===== config.mk =====
export PLATFORM = sky130hd
export DESIGN_NAME = mem_port_arbiter
export DESIGN_NICKNAME = d
export VERILOG_FILES = /design/src/rtl/mem_port_arbiter.sv
export SDC_FILE = /design/constraint.sdc
export NUM_CORES = 1
export LEC_CHECK = 0
export ABC_AREA = 1
export BUFFER_PORTS_ARGS = -buffer_cell sky130_fd_sc_hd__buf_2
export CAP_MARGIN = 20
export CORE_MARGIN = 1.5
export CORE_UTILIZATION = 40
export DETAILED_ROUTE_END_ITERATION = 8
export MAX_ROUTING_LAYER = met4
export PLACE_DENSITY_LB_ADDON = 0.25
export SETUP_SLACK_MARGIN = 0.15
export SLEW_MARGIN = 30
export SYNTH_ARGS = -nofsm -noshare
export SYNTH_HDL_FRONTEND = slang
export SYNTH_SLANG_ARGS = --single-unit

===== constraint.sdc =====
create_clock -name clk -period 3.2 [get_ports clk]
set_input_delay 0.64 -clock clk [delete_from_list [all_inputs] [get_ports clk]]
set_output_delay 0.64 -clock clk [all_outputs]
set_load 0.03 [all_outputs]

===== src/rtl/mem_port_arbiter.sv =====
// mem_port_arbiter: shares one single-ported memory between instruction fetch and data load/store
module mem_port_arbiter #(
    parameter int STARVE_MAX = 4,
    parameter int TIMEOUT    = 16
) (
    input  logic        clk,
    input  logic        rst_n,
    input  logic        if_req,
    input  logic [31:0] if_addr,
    output logic        if_gnt,
    output logic        if_rvalid,
    output logic [31:0] if_rdata,
    output logic        if_err,
    input  logic        d_req,
    input  logic        d_we,
    input  logic [31:0] d_addr,
    input  logic [31:0] d_wdata,
    input  logic [3:0]  d_be,
    output logic        d_gnt,
    output logic        d_rvalid,
    output logic [31:0] d_rdata,
    output logic        d_err,
    output logic        m_req,
    output logic        m_we,
    output logic [31:0] m_addr,
    output logic [31:0] m_wdata,
    output logic [3:0]  m_be,
    input  logic        m_rdy,
    input  logic        m_rvalid,
    input  logic [31:0] m_rdata
);
    localparam int SW = $clog2(STARVE_MAX + 1);
    localparam int TW = $clog2(TIMEOUT + 2);

    typedef enum logic [1:0] {IDLE, ISSUE, WAIT_RSP, RESP} state_t;

    state_t        state_q, state_d;
    logic          owner_q, owner_d;
    logic          we_q, we_d;
    logic [31:0]   addr_q, addr_d;
    logic [31:0]   wdata_q, wdata_d;
    logic [3:0]    be_q, be_d;
    logic [31:0]   rdata_q, rdata_d;
    logic          err_q, err_d;
    logic [SW-1:0] starve_q, starve_d;
    logic [TW-1:0] tmo_q, tmo_d;
    logic          pick_if, expired, idle, resp;

    assign idle    = rst_n && state_q == IDLE;
    assign resp    = state_q == RESP;
    assign pick_if = if_req && (!d_req || starve_q == SW'(STARVE_MAX));
    assign expired = TIMEOUT != 0 && tmo_q >= TW'(TIMEOUT);

    assign if_gnt    = idle && pick_if;
    assign d_gnt     = idle && d_req && !pick_if;
    assign if_rvalid = resp && !owner_q;
    assign d_rvalid  = resp && owner_q;
    assign if_rdata  = if_rvalid ? rdata_q : '0;
    assign d_rdata   = d_rvalid ? rdata_q : '0;
    assign if_err    = if_rvalid && err_q;
    assign d_err     = d_rvalid && err_q;
    assign m_req     = state_q == ISSUE;
    assign m_we      = m_req && we_q;
    assign m_addr    = m_req ? addr_q : '0;
    assign m_wdata   = m_req ? wdata_q : '0;
    assign m_be      = m_req ? be_q : '0;

    // Arbitration, request latching, memory handshake and timeout sequencing
    always_comb begin
        state_d  = state_q;
        owner_d  = owner_q;
        we_d     = we_q;
        addr_d   = addr_q;
        wdata_d  = wdata_q;
        be_d     = be_q;
        rdata_d  = rdata_q;
        err_d    = err_q;
        starve_d = starve_q;
        tmo_d    = tmo_q;
        unique case (state_q)
            IDLE: if (if_req || d_req) begin
                state_d  = ISSUE;
                owner_d  = !pick_if;
                we_d     = pick_if ? 1'b0 : d_we;
                addr_d   = pick_if ? if_addr : d_addr;
                wdata_d  = pick_if ? '0 : d_wdata;
                be_d     = pick_if ? 4'hF : d_be;
                rdata_d  = '0;
                err_d    = 1'b0;
                tmo_d    = '0;
                starve_d = pick_if ? '0 : (if_req && starve_q != SW'(STARVE_MAX)) ? starve_q + SW'(1) : starve_q;
            end
            ISSUE: begin
                tmo_d   = tmo_q + TW'(1);
                state_d = m_rdy ? (we_q ? RESP : WAIT_RSP) : expired ? RESP : ISSUE;
                err_d   = !m_rdy && expired;
            end
            WAIT_RSP: begin
                tmo_d   = tmo_q + TW'(1);
                state_d = (m_rvalid || expired) ? RESP : WAIT_RSP;
                rdata_d = m_rvalid ? m_rdata : '0;
                err_d   = !m_rvalid && expired;
            end
            RESP: state_d = IDLE;
        endcase
    end

    // State and latched request registers, cleared asynchronously
    always_ff @(posedge clk or negedge rst_n) begin
        if (!rst_n) begin
            state_q  <= IDLE;
            owner_q  <= 1'b0;
            we_q     <= 1'b0;
            addr_q   <= '0;
            wdata_q  <= '0;
            be_q     <= '0;
            rdata_q  <= '0;
            err_q    <= 1'b0;
            starve_q <= '0;
            tmo_q    <= '0;
        end else begin
            state_q  <= state_d;
            owner_q  <= owner_d;
            we_q     <= we_d;
            addr_q   <= addr_d;
            wdata_q  <= wdata_d;
            be_q     <= be_d;
            rdata_q  <= rdata_d;
            err_q    <= err_d;
            starve_q <= starve_d;
            tmo_q    <= tmo_d;
        end
    end
endmodule

==> results_dict.tcl, run 1 <==
set metrics [dict create \
    area_growth_syn_to_layout_pct 33.2 \
    cts_hold_buf 0 \
    start_util_pct 41.5 \
    r2r_cells 7 \
    placed_cells 1288 \
    stdcell_count 1319 \
    reg2reg_slack_ns 0.96 \
    via_count 6171 \
    antenna_found_initial 0 \
    viasPerCell 4.68 \
    crit_fanout 23 \
    seqPwrFrac_pct 31.2 \
    gr-total-overflow 0 \
    cts_tree "yes" \
    rr_endpoint "addr_q[8]" \
    worstReg2RegStart "state_q[0]" \
    post-dp-hpwl_mm 12.2 \
    max_stage_delay_ns 0.44 \
    slowest_stage "dfrtp_1" \
    clockRootBuffer "clkbuf_16" \
    synth_nets 1012 \
    leakage_uw 0.00510 \
    fp.dieH_um 127 \
    drc 0 \
    fin_util_pct 55.3 \
    avgSynthCellArea_um2 7.07 \
    die_x_um 127 \
    final_cell_mix "277 x buf_2, 259 x nand2_1, 151 x inv_1" \
    ios 279 \
    slew_violations 0 \
    grt_usage_pct 22.2 \
    combPwrFrac_pct 46.5 \
    syn_inst 863 \
    worst_pin_slew_ns 0.623 \
    ys_warn_count 0 \
    cp.required_ns 2.56 \
    crit_chain "ha_1 > nand2_1 > buf_4 > nor2_1 > buf_2" \
    routabilityCongestion 0.792 \
    powerDensity_mw_per_mm2 881 \
    relSlewSlack_pct 58.5 \
    drive_gt1_share_pct 28.6 \
    synth-seq-cells 113 \
    layout_commonest_cell "buf_2" \
    wl_mm 17.3 \
    p_switching_uw 3270 \
    clk_pin_slew_ns 0.05 \
    cts_resized 0 \
    endpoint_kind "output port" \
    syn-cell-area_mm2 0.00610 \
    ys_types 19 \
    drt_first_pass_iters 5 \
    clock_latency_ns 0.40 \
    skew_ns 0.0120 \
    period_needed_ns 2.66 \
    grt_max_degree 114 \
    p_int_uw 3890 \
    drt.antenna.violating_nets 0 \
    fin_crit_sh_pct 83.2 \
    fmaxAchievable_ghz 0.376 \
    dieArea_mm2 0.0160 \
    drtIter0Drc 377 \
    drv_cap 0 \
    grt_pass1_wl_mm 27.5 \
    fin_nets 1272 \
    cts.sinks 113 \
    switching_share_pct 45.7 \
    grt_pass1_vias 5712 \
    min_path_type "in2async" \
    status "complete, no violations" \
    worstSetupPathType "reg2out" \
    rows 44 \
    fin_total_pwr_uw 7160 \
    hold_viol_final 0 \
    critPathLaunchType "flop" \
    coreArea_mm2 0.0147 \
    setup_viol 0 \
    ys_seq_area_share_pct 46.3 \
    wire_per_inst_um 13.1 \
    portBuffers 278 \
    numCtsBuffers 17 \
    rsz0062_at_grt "no" \
    cts_setup_buffers 0 \
    fin_tns_setup_ns 0 \
    cp.arrival_ns 2.02 \
    cts.path.max_buffers 2 \
    h-tree-depth 4 \
    peakVddDrop_uv 443 \
    p_clk_share_pct 22.3 \
]
-- kinds of logic (layout without fill, tap and decap cells) --
family                   count (synthesis)  count (layout)  synth area share, %
flip-flops                             113             113                 46.3
other                                    0               1                    0
AO/OA/AOI/OAI                           43              43                 3.71
XOR/XNOR                                 1               1                0.144
buffers and inverters                  204             475                 13.0
AND/OR/NAND/NOR                        492             492                 34.8
adder cells (fa/ha/maj)                 10              10                 2.05
-- power by group through the flow --
stage	logic [µW]	registers (µW)	clock network (µW)
after floorplan	2470	2180	0
after global placement	3330	2240	0
after detailed placement	3350	2240	0
after CTS	3360	2230	1640
after global routing	3700	2300	1710
final	3330	2230	1600
-- worst max-delay path, delay by kind of cell, from the launching register on --
family        cells  cell delay [ns]
buf+inv           2             0.51
fa+ha+maj         1             0.26
flops             1             0.44
simple gates      2             0.40
-- registers in the layout, summed over array words and instances, names as in the netlist, 3 cells and up, named ones only --
signal    flops
addr_q       32
rdata_q      32
wdata_q      32
tmo_q         5
be_q          4
starve_q      3
-- synthesized netlist by cell type, drive strengths merged --
cell type    n  area [µm²]
xor2         1        8.76
nand3b      33         248
clkbuf      28         105
nand3      109         546
inv        153         574
nand2      261         982
nor2        84         315
o21ai       43         226
dfrtp      113        2830
nand4        4        25.0
buf         23         113
or2          1        6.26
ha          10         125
-- routing by layer --
metal	vias to the layer above	track usage (%)	share of wire [%]
met4	0	6.63	0.96
met5	-	-	0
li1	3134	-	-
met2	242	36.6	48
met3	12	5.06	6.8
met1	2783	27.4	45
-- worst max path at each step --
stage / start / endpoint / slack (ns) / cells after the start
6_report: state_q[0] / d_rdata[31] / 0.54 / 5
5_1_grt: state_q[0] / d_rdata[31] / 0.42 / 5
4_1_cts: state_q[0] / d_rdata[31] / 0.49 / 5
3_5_place_dp: d_req / rdata_q[17] / 0.83 / 6
3_3_place_gp: d_req / rdata_q[13] / 0.87 / 6
2_1_floorplan: flop / m_be[0] / 0.77 / 7
-- through the flow --
stage / hold slack, ns / cell area, µm² / worst slack, ns
after floorplan: 0.344 / 6100 / 0.773
after global placement: 0.462 / 7630 / 0.870
after detailed placement: 0.465 / 7630 / 0.830
after CTS: 0.396 / 8130 / 0.494
after global routing: 0.405 / 8130 / 0.417
final: 0.361 / 8130 / 0.539
-- final cells by class --
type	count	area, µm²
Sequential cell	113	2830
Timing Repair Buffer	292	1510
Fill cell	1465	6570
Inverter	153	574
Multi-Input combinational cell	546	2490
Tap cell	184	230
Antenna cell	1	2.50
Clock buffer	23	458
Clock inverter	7	38.8
Note: power is estimated with default switching activity, not from simulation.
==> inputs of run 2 (changes only) <==
clock period = 2.2 ns   (was 3.2 ns; I/O delays follow)
==> results_dict.tcl, run 2 (synthesis results as in run 1) <==
set metrics [dict create \
    final_cell_mix "244 x nand2_1, 156 x buf_2, 129 x inv_1" \
    drv_cap 0 \
    hold_viol_final 0 \
    grt_pass1_wl_mm 28.6 \
    critPathLaunchType "flop" \
    drive_gt1_share_pct 33.4 \
    drt.antenna.violating_nets 0 \
    drc 0 \
    reg_top3 "addr_q x32, rdata_q x32, wdata_q x32" \
    fillCellCount 1309 \
    wire_per_inst_um 14.5 \
    max_stage_delay_ns 0.40 \
    skew_ns 0.00775 \
    clockRootBuffer "clkbuf_16" \
    post-dp-hpwl_mm 12.0 \
    cp.arrival_ns 1.68 \
    fp.dieH_um 127 \
    layout_commonest_cell "nand2_1" \
    hold_slack_ns 0.163 \
    drt_first_pass_iters 5 \
    crit_chain "inv_2 > ha_4 > buf_12 > clkbuf_16 > nand2_1 > inv_1 > buf_6" \
    rsz0062_at_grt "yes" \
    drtIter0Drc 489 \
    clock_latency_ns 0.41 \
    fin_crit_sh_pct 96.5 \
    antenna_found_initial 2 \
    viasPerCell 4.75 \
    clk_pin_slew_ns 0.05 \
    slowest_stage "dfrtp_1" \
    gr-total-overflow 0 \
    fmaxAchievable_ghz 0.471 \
    endpoint_kind "output port" \
    numCtsBuffers 17 \
    grt_pass1_vias 5839 \
    setup_viol 0 \
    grt_usage_pct 23.2 \
    period_needed_ns 2.12 \
    via_count 6349 \
    grt_max_degree 114 \
    worst_pin_slew_ns 0.599 \
    coreArea_mm2 0.0147 \
    fin_tns_setup_ns 0 \
    leakage_uw 0.00536 \
    worstSetupPathType "reg2out" \
    start_util_pct 41.5 \
    rows 44 \
    powerDensity_mw_per_mm2 1390 \
    critical-path-top-delay-family "buffers and inverters" \
    die_x_um 127 \
    ios 279 \
    cts_tree "yes" \
    wl_mm 19.4 \
    crit_fanout 8 \
    routabilityCongestion 0.802 \
    min_path_type "in2async" \
    area_growth_syn_to_layout_pct 51.2 \
    cts_hold_buf 0 \
    cts.path.max_buffers 2 \
    worst-path-buf-inv 5 \
    cp.required_ns 1.76 \
    h-tree-depth 4 \
    fin_nets 1287 \
    portBuffers 278 \
    dieArea_mm2 0.0160 \
    peakVddDrop_uv 678 \
    status "complete, no violations" \
    cts.sinks 113 \
    relSlewSlack_pct 60.1 \
    slew_violations 0 \
]
[run 2: cell count changes in the layout (fill, tap and decap cells not counted), moves of 10 or more]
cell      delta
buf_6       +64
buf_2      -121
inv_1       -22
buf_4       +47
clkbuf_4    +10
inv_2       +21
nand2_1     -15
[run 2: path summary, 6_finish.rpt]
| kind | from | to | slack [ns] | depth (start not counted) |
|---|---|---|---|---|
| max in group asynchronous | rst_n | state_q[0] | 1.57 | 2 |
| setup / recovery | flop | m_addr[4] | 0.08 | 7 |
| min in group clk | d_be[3] | be_q[3] | 0.25 | 3 |
| hold / removal | rst_n | wdata_q[30] | 0.16 | 2 |
| setup reg to reg | state_q[0] | tmo_q[3] | 0.51 | 7 |
| hold reg to reg | wdata_q[11] | wdata_q[11] | 0.48 | 2 |
[run 2: power by group]
part	leakage (µW)	internal (µW)	switching [µW]
combinational	0.00361	2640	3980
clock	0.000294	1920	925
sequential	0.00145	2850	475
[run 2: metrics by stage]
stage | setup slack, ns | instance area [µm²] | instances | total power (µW) | utilization [%]
floorplan | 0.174 | 6110 | 863 | 6760 | -
global route | 0.0132 | 9230 | 1337 | 13600 | 62.8
global placement | 0.353 | 7700 | 1289 | 8230 | 52.4
detailed placement | 0.301 | 7700 | 1289 | 8290 | 52.4
CTS | 0.0571 | 8560 | 1325 | 11500 | 58.3
finish | 0.0764 | 9230 | 1337 | 12800 | 62.8
[run 2: layout make-up]
cell class | count | area (µm²) | area share [%]
antenna | 2 | 5.00 | 0.0542
inverter | 153 | 577 | 6.25
timing repair buffer | 307 | 2390 | 25.9
clock buffer | 22 | 454 | 4.92
multi-input combinational | 546 | 2580 | 28.0
sequential | 113 | 2830 | 30.7
clock inverter | 10 | 159 | 1.72
tap | 184 | 230 | 2.49
[run 2: timing repair]
action                                  4_1_cts  5_1_grt
pin swaps                                     0        1
cloned                                        2        6
endpoints found under the setup margin      140      139
buffers inserted                              2        4
endpoints found under the hold margin         0        0
resized for setup                            68      232
[run 2: per-layer routing]
metal	GRT usage (%)	vias up	wire, µm
met5	-	-	0
met2	37.7	270	9580
met3	6.45	23	1490
met4	7.44	0	323
li1	-	3169	-
met1	28.0	2887	7980
[run 2: worst register-to-register path, delay by kind of cell, from the launching register on]
family / cells / cell delay (ns)
buffers and inverters: 2 / 0.43
flip-flops: 1 / 0.42
AO/OA/AOI/OAI: 1 / 0.09
AND/OR/NAND/NOR: 3 / 0.41
adder cells (fa/ha/maj): 1 / 0.21
